===== src/rtl/jt053245_pkg.sv =====
// jt053245_pkg
// Shared types and constants for the jt053245 sprite line drawer.
//   state_t  : drawer FSM states
//   ZOOM_ONE : 1.0 in 6.6 fixed point (unzoomed source step)
//   MAX_PIX  : ceiling on output pixels emitted per draw
package jt053245_pkg;

    typedef enum logic [1:0] {
        IDLE  = 2'd0,
        FETCH = 2'd1,
        DRAW  = 2'd2,
        DONE  = 2'd3
    } state_t;

    localparam logic [11:0] ZOOM_ONE = 12'h040;
    localparam int          MAX_PIX  = 256;

    // 15 - n for a 4-bit index is its bitwise inverse
    function automatic logic [3:0] pix_index(input logic [3:0] src_int, input logic hflip);
        return hflip ? ~src_int : src_int;
    endfunction

endpackage


===== src/rtl/jt053245_zstep.sv =====
// jt053245_zstep
// Combinational source-position stepper for the sprite line drawer.
// Ports:
//   src      in  10 : current source position, 4.6 fixed point
//   step     in  12 : source advance per output pixel, 6.6 fixed point
//   hflip    in   1 : horizontal flip
//   src_nxt  out 10 : src + step, truncated to 10 bits
//   pix      out  4 : ROM pixel index addressed by the current src
//   half_chg out  1 : the next src falls in the other 8-pixel ROM word
//   ovf      out  1 : the next src integer part runs past 15
module jt053245_zstep
    import jt053245_pkg::*;
(
    input  logic [9:0]  src,
    input  logic [11:0] step,
    input  logic        hflip,
    output logic [9:0]  src_nxt,
    output logic [3:0]  pix,
    output logic        half_chg,
    output logic        ovf
);

    logic [12:0] sum;

    always_comb begin
        sum      = {3'd0, src} + {1'b0, step};
        src_nxt  = sum[9:0];
        ovf      = |sum[12:10];
        pix      = pix_index(src[9:6], hflip);
        // flip inverts both halves alike, so only bit 9 of the position matters
        half_chg = src[9] ^ sum[9];
    end

endmodule


===== src/rtl/jt053245_draw.sv =====
// jt053245_draw
// Sprite line drawer: fetches one 16-pixel 4bpp sprite row from graphics ROM,
// applies horizontal zoom/flip and writes opaque pixels to the line buffer.
// Optional feature macro: JT053245_DRAW_HZOOM_EN (horizontal zoom and phase
// carry-over). Without it the step is fixed at 1.0 and exactly 16 pixels go out.
// Ports:
//   clk, rst              : clock, synchronous active-high reset
//   dr_start / dr_busy    : draw request pulse / drawer occupied
//   code, attr, hflip, vflip, hpos, ysub, hzoom, hz_keep : sprite row parameters
//   rom_addr, rom_cs      : ROM word request {code, row, half}
//   rom_ok, rom_data      : ROM word valid / eight 4bpp pixels
//   buf_addr, buf_din, buf_we : line-buffer write port, {attr, pixel}
//
// state | meaning
// IDLE  | waiting for dr_start
// FETCH | ROM request held until a fresh rom_ok
// DRAW  | one output pixel per clock from the latched word
// DONE  | one-cycle tail before returning to IDLE
module jt053245_draw
    import jt053245_pkg::*;
#(
    parameter int BW = 9
)(
    input  logic          clk,
    input  logic          rst,
    input  logic          dr_start,
    input  logic [15:0]   code,
    input  logic [6:0]    attr,
    input  logic          hflip,
    input  logic          vflip,
    input  logic [9:0]    hpos,
    input  logic [3:0]    ysub,
    input  logic [11:0]   hzoom,
    input  logic          hz_keep,
    output logic          dr_busy,
    output logic [20:0]   rom_addr,
    output logic          rom_cs,
    input  logic          rom_ok,
    input  logic [31:0]   rom_data,
    output logic [BW-1:0] buf_addr,
    output logic [10:0]   buf_din,
    output logic          buf_we
);

    state_t      state, state_nxt;
    logic [15:0] code_r;
    logic [6:0]  attr_r;
    logic        hflip_r;
    logic [3:0]  row_r, row_in;
    logic [9:0]  x;
    logic [3:0]  src_int;
    logic [7:0]  cnt;
    logic [31:0] word;
    logic        rom_wait;   // first cycle after a new rom_addr: rom_ok may be stale
    logic        cool;       // first IDLE cycle after DONE: requests are not taken yet
    logic [11:0] step;
    logic [9:0]  src_nxt;
    logic [3:0]  pix, pixel;
    logic        half_chg, ovf;
    logic        start_ok, fetch_ok, draw_end;

`ifdef JT053245_DRAW_HZOOM_EN
    logic [11:0] hzoom_r;
    logic [5:0]  src_frac;
    assign step = (hzoom_r == 12'd0) ? ZOOM_ONE : hzoom_r;
`else
    logic [5:0]  src_frac;
    logic        unused_zoom;
    assign src_frac    = 6'd0;
    assign step        = ZOOM_ONE;
    assign unused_zoom = ^{hzoom, hz_keep, src_nxt[5:0]};
`endif

    jt053245_zstep u_zstep (
        .src      ({src_int, src_frac}),
        .step     (step),
        .hflip    (hflip_r),
        .src_nxt  (src_nxt),
        .pix      (pix),
        .half_chg (half_chg),
        .ovf      (ovf)
    );

    assign row_in   = vflip ? ~ysub : ysub;
    assign pixel    = word[{pix[2:0], 2'b00} +: 4];
    assign start_ok = dr_start && !cool;
    assign fetch_ok = rom_ok && !rom_wait;
    assign draw_end = ovf || (cnt == 8'(MAX_PIX - 1));

    always_ff @(posedge clk) begin
        if (rst) state <= IDLE;
        else     state <= state_nxt;
    end

    always_comb begin
        state_nxt = state;
        case (state)
            IDLE:    if (start_ok) state_nxt = FETCH;
            FETCH:   if (fetch_ok) state_nxt = DRAW;
            DRAW: begin
                if (draw_end)      state_nxt = DONE;
                else if (half_chg) state_nxt = FETCH;
            end
            DONE:    state_nxt = IDLE;
            default: state_nxt = IDLE;
        endcase
    end

    always_comb begin
        dr_busy = (state != IDLE);
        rom_cs  = (state == FETCH);
    end

    always_ff @(posedge clk) begin
        if (rst) begin
            rom_addr <= '0;
            buf_addr <= '0;
            buf_din  <= '0;
            buf_we   <= 1'b0;
            rom_wait <= 1'b0;
            cool     <= 1'b0;
            src_int  <= '0;
            cnt      <= '0;
            x        <= '0;
`ifdef JT053245_DRAW_HZOOM_EN
            src_frac <= '0;
`endif
        end else begin
            cool     <= (state == DONE);
            buf_we   <= 1'b0;
            rom_wait <= 1'b0;
            case (state)
                IDLE: if (start_ok) begin
                    code_r   <= code;
                    attr_r   <= attr;
                    hflip_r  <= hflip;
                    row_r    <= row_in;
                    x        <= hpos;
                    cnt      <= '0;
                    src_int  <= '0;
                    rom_addr <= {code, row_in, hflip};
                    rom_wait <= 1'b1;
`ifdef JT053245_DRAW_HZOOM_EN
                    hzoom_r  <= hzoom;
                    if (!hz_keep) src_frac <= '0;
`endif
                end
                FETCH: if (fetch_ok) word <= rom_data;
                DRAW: begin
                    buf_addr <= x[BW-1:0];
                    buf_din  <= {attr_r, pixel};
                    buf_we   <= (pixel != 4'd0) && (x[9:BW] == '0);
                    x        <= x + 10'd1;
                    cnt      <= cnt + 8'd1;
                    src_int  <= src_nxt[9:6];
`ifdef JT053245_DRAW_HZOOM_EN
                    src_frac <= src_nxt[5:0];
`endif
                    if (!draw_end && half_chg) begin
                        rom_addr <= {code_r, row_r, ~pix[3]};
                        rom_wait <= 1'b1;
                    end
                end
                default: ;
            endcase
        end
    end

endmodule


===== config.mk =====
export PLATFORM = sky130hd
export DESIGN_NAME = jt053245_draw
export DESIGN_NICKNAME = d
export VERILOG_FILES = /design/src/rtl/jt053245_pkg.sv /design/src/rtl/jt053245_zstep.sv /design/src/rtl/jt053245_draw.sv
export SDC_FILE = /design/constraint.sdc
export NUM_CORES = 1
export LEC_CHECK = 0
export CAP_MARGIN = 20
export CORE_UTILIZATION = 45
export DETAILED_ROUTE_END_ITERATION = 6
export GPL_ROUTABILITY_DRIVEN = 0
export GPL_TIMING_DRIVEN = 0
export PLACE_DENSITY = 0.85
export SYNTH_ARGS = -nofsm -noshare
export SYNTH_HDL_FRONTEND = slang
export SYNTH_SLANG_ARGS = --single-unit

===== constraint.sdc =====
create_clock -name clk -period 3.2 [get_ports clk]
set_input_delay 0.96 -clock clk [delete_from_list [all_inputs] [get_ports clk]]
set_output_delay 0.96 -clock clk [all_outputs]
set_load 0.005 [all_outputs]

### After elaboration in Yosys (flattened, before gate mapping)

Cells that the tools add are included.

* add/subtract/negate cells: 3
* equal/unequal tests: 8
* shifts and indexed selects: 1
* muxes and demuxes: 19
* bitwise gates (word level): 7
* reductions and logical operators: 19

Operators by type and width (number)
* $mux 21: 2
* $pmux 21 s2: 1
* $shiftx 32x6->4: 1
* $pmux 10 s2: 1
* $pmux 8 s2: 1
* $mux 4: 3
* $reduce_and 3->1: 4
* $add 10x7->11 const B: 1
* $add 10x1->10 const B: 1
* $mux 10: 1
* $add 8x1->8 const B: 1
* $eq 8x8->1 const B: 1
* $mux 2: 4
* $mux 8: 1
* $not 4->4: 2
* $pmux 2 s4: 1
* $pmux 4 s2: 1
* $eq 2x2->1 const B: 2
* $logic_and 1x1->1: 4
* $ne 2x2->1 const B: 2
* $not 1->1: 4
* $reduce_bool 2->1: 2
* $reduce_bool 4->1: 1
* $logic_not 1->1: 3
* 11 further kinds: 12

* bits in registers: 128
* input port bits: 88
* output and inout bits: 44
* word-level logic and storage cells: 72

### Logic depth before layout (Yosys ltp)

* depth after elaboration: 7
* gate-level depth with buffers: 7
* mapped depth without buffers: 6

### Hierarchy

Synthesis repeated with hierarchy kept, for this count alone.

* cell total of the unflattened synthesis: 507
* area total of the unflattened synthesis: 5606.6 µm²

Modules (own cells, without submodules)
* jt053245_draw: instances 1, cells an instance 446, area an instance 5093.6 µm², seq. area each 3163.0 µm²
* jt053245_zstep: instances 1, cells an instance 61, area an instance 513.0 µm², seq. area each 0.0 µm²

### Worst setup path after synthesis

No wires, ideal clock.

* path type: input to register
* start point: in rst
* end point: reg word[0], enable pin
* setup time: 421 ps
* arrival: 2740 ps
* required time: 2779 ps
* path slack: 39 ps
* stages on the path: 3
* buffers on the path: 2
* cells stage by stage: clkbuf_1 clkbuf_1 nor2_1

* cells in the longest elaborated chain, start to end: 2

Ends and longest elaborated chain
* start, declared: RTL line jt053245_draw.sv:25 `input logic rst,`
* $not 1->1 (no source line)
* $reduce_and 3->1 (no source line)
* end signal, assigned: RTL line jt053245_draw.sv:148 `FETCH: if (fetch_ok) word <= rom_data;`
* end, declared: RTL line jt053245_draw.sv:53 `logic [31:0] word;`

Every way passes these cells.
A chain may end at the register's enable or synchronous reset.

### Worst setup path after layout

* start point: in rst
* end point: reg attr_r[1], enable pin

* cells in the longest elaborated chain, start to end: 2

Ends and longest elaborated chain
* $not 1->1 (no source line)
* $reduce_and 3->1 (no source line)
* end signal, assigned: RTL line jt053245_draw.sv:135 `attr_r <= attr;`
* end, declared: RTL line jt053245_draw.sv:47 `logic [6:0] attr_r;`

Every way passes these cells.

==> impl_metrics.env <==
export IMPL_drive_gt1_share_pct=12.2
export IMPL_cts_tree="done"
export IMPL_timing_rr_start="state[1]"
export IMPL_cp_arrival_ps=3150
export IMPL_worst_path_buf_inv=4
export IMPL_diodes=0
export IMPL_synth_top_area_cell="edfxtp_1"
export IMPL_grt_use_total_pct=23.8
export IMPL_ys_seq_area_share_pct=57.4
export IMPL_cp_end_kind="register"
export IMPL_hold_end="buf_addr[5]"
export IMPL_clkTransAtPathRegs_ps=60
export IMPL_via_per_inst=5.83
export IMPL_num_vias=4771
export IMPL_initial_utilization_pct=46.0
export IMPL_synth_most_common_cell="nand2_1"
export IMPL_clk_path_buf_depth=2
export IMPL_wl_per_cell_um=17.8
export IMPL_rr_worst_depth=4
export IMPL_die_x_um=113
export IMPL_ys_warn_count=0
export IMPL_critPathMaxFanout=16
export IMPL_drv_cap=0
export IMPL_grt_pass1_vias=4799
export IMPL_startpoint_type="input port"
export IMPL_synthTopCellsByArea="edfxtp_1 (33%), dfxtp_1 (25%), nand2_1 (5.9%)"
export IMPL_cpPeakStageDelay_ps=750
export IMPL_fin_area_um2=7510
export IMPL_syn_inst=519
export IMPL_ys_flop_type="dfxtp_1"
export IMPL_cp_cell_sequence="clkdlybuf4s50_1 -> clkbuf_1 -> clkbuf_1 -> nor2_2 -> buf_8"
export IMPL_total_power_mw=4.29
export IMPL_whs_path_depth=2
export IMPL_tightest_slew_ps=836
export IMPL_hold_buffers=0
export IMPL_final_nets=749
export IMPL_numCtsBuffers=17
export IMPL_grt_pass1_wl_um=23600
export IMPL_ir_worst_vdd_mv=0.335
export IMPL_path_delay_family="buffers and inverters"
export IMPL_die_y_um=113
export IMPL_fin_crit_sh_pct=95.1
export IMPL_place_area_um2=6910
export IMPL_syn_area_um2=5510
export IMPL_status="finished, final reports clean"
export IMPL_num_rows=40
export IMPL_core_area_um2=12000
export IMPL_cts_setup_buffers=0
export IMPL_tns_ps=0
export IMPL_antenna_found_initial=0
export IMPL_clk_latency_ps=410
export IMPL_critPathKind="in2reg"
export IMPL_hp_class="reg2reg"
export IMPL_synth_edf_count=60
export IMPL_antenna_left=0
export IMPL_htreeDepth=4
export IMPL_worst_clock_skew_ps=6.30
export IMPL_fin_crit_ps=3040
export IMPL_clock_root_buffer="clkbuf_16"
export IMPL_io_buffers=118
export IMPL_p_leak_nw=2.63
export IMPL_power_density_nw_per_um2=572
export IMPL_hold_ws_ps=456
export IMPL_drt_wl_total_um=14600
export IMPL_grt_max_degree=24
export IMPL_ctsResizeCount=0
export IMPL_rsz0062_at_grt="no"
export IMPL_yosysUniqueCellTypes=52
export IMPL_avgSynthCellArea_um2=10.6
export IMPL_timing_critical_path_mode_cell="clkbuf_1"
export IMPL_synth_fp_nets=610
export IMPL_clock_sinks=128
export IMPL_dp_hpwl_um=10200
export IMPL_die_area_um2=12700
export IMPL_yosysTopAreaCellShare_pct=32.7
export IMPL_ff2ff_setup_slack_ps=980
export IMPL_r2r_end="attr_r[1]"
export IMPL_layout_area_overhead_vs_synth_pct=36.4
export IMPL_finalMaxSlewViolations=0
export IMPL_holdCritStartpoint="buf_addr[5]"
export IMPL_slew_headroom_pct=44.2
export IMPL_synthArstFlopShare_pct=0
export IMPL_maxClockFrequency_mhz=328
export IMPL_drt_iter0_markers=465
export IMPL_hold_viol_final=0
export IMPL_drc=0
export IMPL_grt_ovfl_total=0
export IMPL_ys_ff_latch=128
export IMPL_synth_common_cells="nand2_1 (86), dfxtp_1 (68), edfxtp_1 (60), nor2_1 (46), a21oi_1 (31)"
export IMPL_pin_count=132
export IMPL_drt_pass1_iter_count=6
export IMPL_critPathRequiredTime_ps=3310
export IMPL_critPathSlowestCell="nor2_2"
export IMPL_final_setup_viol_count=0
## area by class of cell
class                      count  area [um^2]
fill                         909         4450
tap                          147          184
sequential                   128         3160
clock inverter                11         97.6
clock buffer                  21          504
buffer                        36          198
timing repair buffer         120         1210
multi-input combinational    345         2110
inverter                      10         37.5
## kinds of logic (layout without fill, tap and decap cells)
logic type                 after synthesis  after routing  share of synthesized area [%]
buffers and inverters                   46            198                           4.27
adders and majority gates                3              3                          0.682
and+or+nand+nor                        201            201                           16.8
AOI/OAI and AO/OA                      123            123                           17.7
DFF                                    128            128                           57.4
muxes                                    8              8                           1.45
xor gates and xnor gates                10             10                           1.73
## stage by stage
| step | setup slack, ps | util, % | std cells |
|---|---|---|---|
| floorplan | 38.5 | - | 519 |
| global placement | -1130 | 57.4 | 784 |
| detailed placement | -185 | 57.7 | 786 |
| CTS | 220 | 62.8 | 818 |
| global route | 80.5 | 62.8 | 818 |
| finish | 156 | 62.8 | 818 |
## worst max path at each step
stage	start	depth (start not counted)	endpoint	slack [ps]
2_1_floorplan	rst	3	word[0]	40
3_3_place_gp	rst	4	attr_r[4]	-1130
3_5_place_dp	rst	5	attr_r[0]	-190
4_1_cts	rst	5	attr_r[1]	220
5_1_grt	rst	5	attr_r[4]	80
6_report	rst	5	attr_r[1]	160
## cells in the final DEF, fill, tap and decap left out, types with 4 or more instances in the layout
master	n
a211oi_1	5
a21oi_1	31
a221oi_1	28
a311oi_1	5
a311oi_2	13
a31oi_1	7
buf_2	20
clkbuf_1	11
clkbuf_16	20
clkdlybuf4s50_1	118
clkinvlp_4	4
dfxtp_1	68
edfxtp_1	60
inv_1	8
mux2i_1	8
nand2_1	86
nand2b_1	14
nand3_1	14
nand4_1	5
nor2_1	44
nor2b_1	9
nor3_1	8
nor4_1	5
o21ai_0	18
o22a_1	4
xor2_1	6
## state kept, by name, indices dropped and copies added, names as in the netlist, 2 cells and up
register	flops
attr_r	7
buf_addr	9
buf_din	11
cnt	8
code_r	16
rom_addr	21
row_r	4
src_int	4
state	2
word	32
x	10
## power breakdown
| group | internal, mW | leakage, nW | switching, mW | total, mW |
|---|---|---|---|---|
| clock network | 1.21 | 0.285 | 0.705 | 1.91 |
| registers | 1.80 | 1.10 | 0.0532 | 1.86 |
| logic | 0.267 | 1.24 | 0.255 | 0.522 |
## worst register-to-register path, stage by stage, from the launching register on
cell and delay [ps]:
dfxtp_1 400, or2_1 280, nand2b_2 290, nor2_2 680
buf_8 270
## layer usage
layer / up-vias / track usage (%) / wire (um)
met3: 44 / 5.02 / 931
met4: 0 / 11.3 / 439
met2: 237 / 40.7 / 7340
met5: - / 0 / 0
met1: 2306 / 28.8 / 5840
li1: 2184 / - / -
Power figures use the tool's default switching activity.
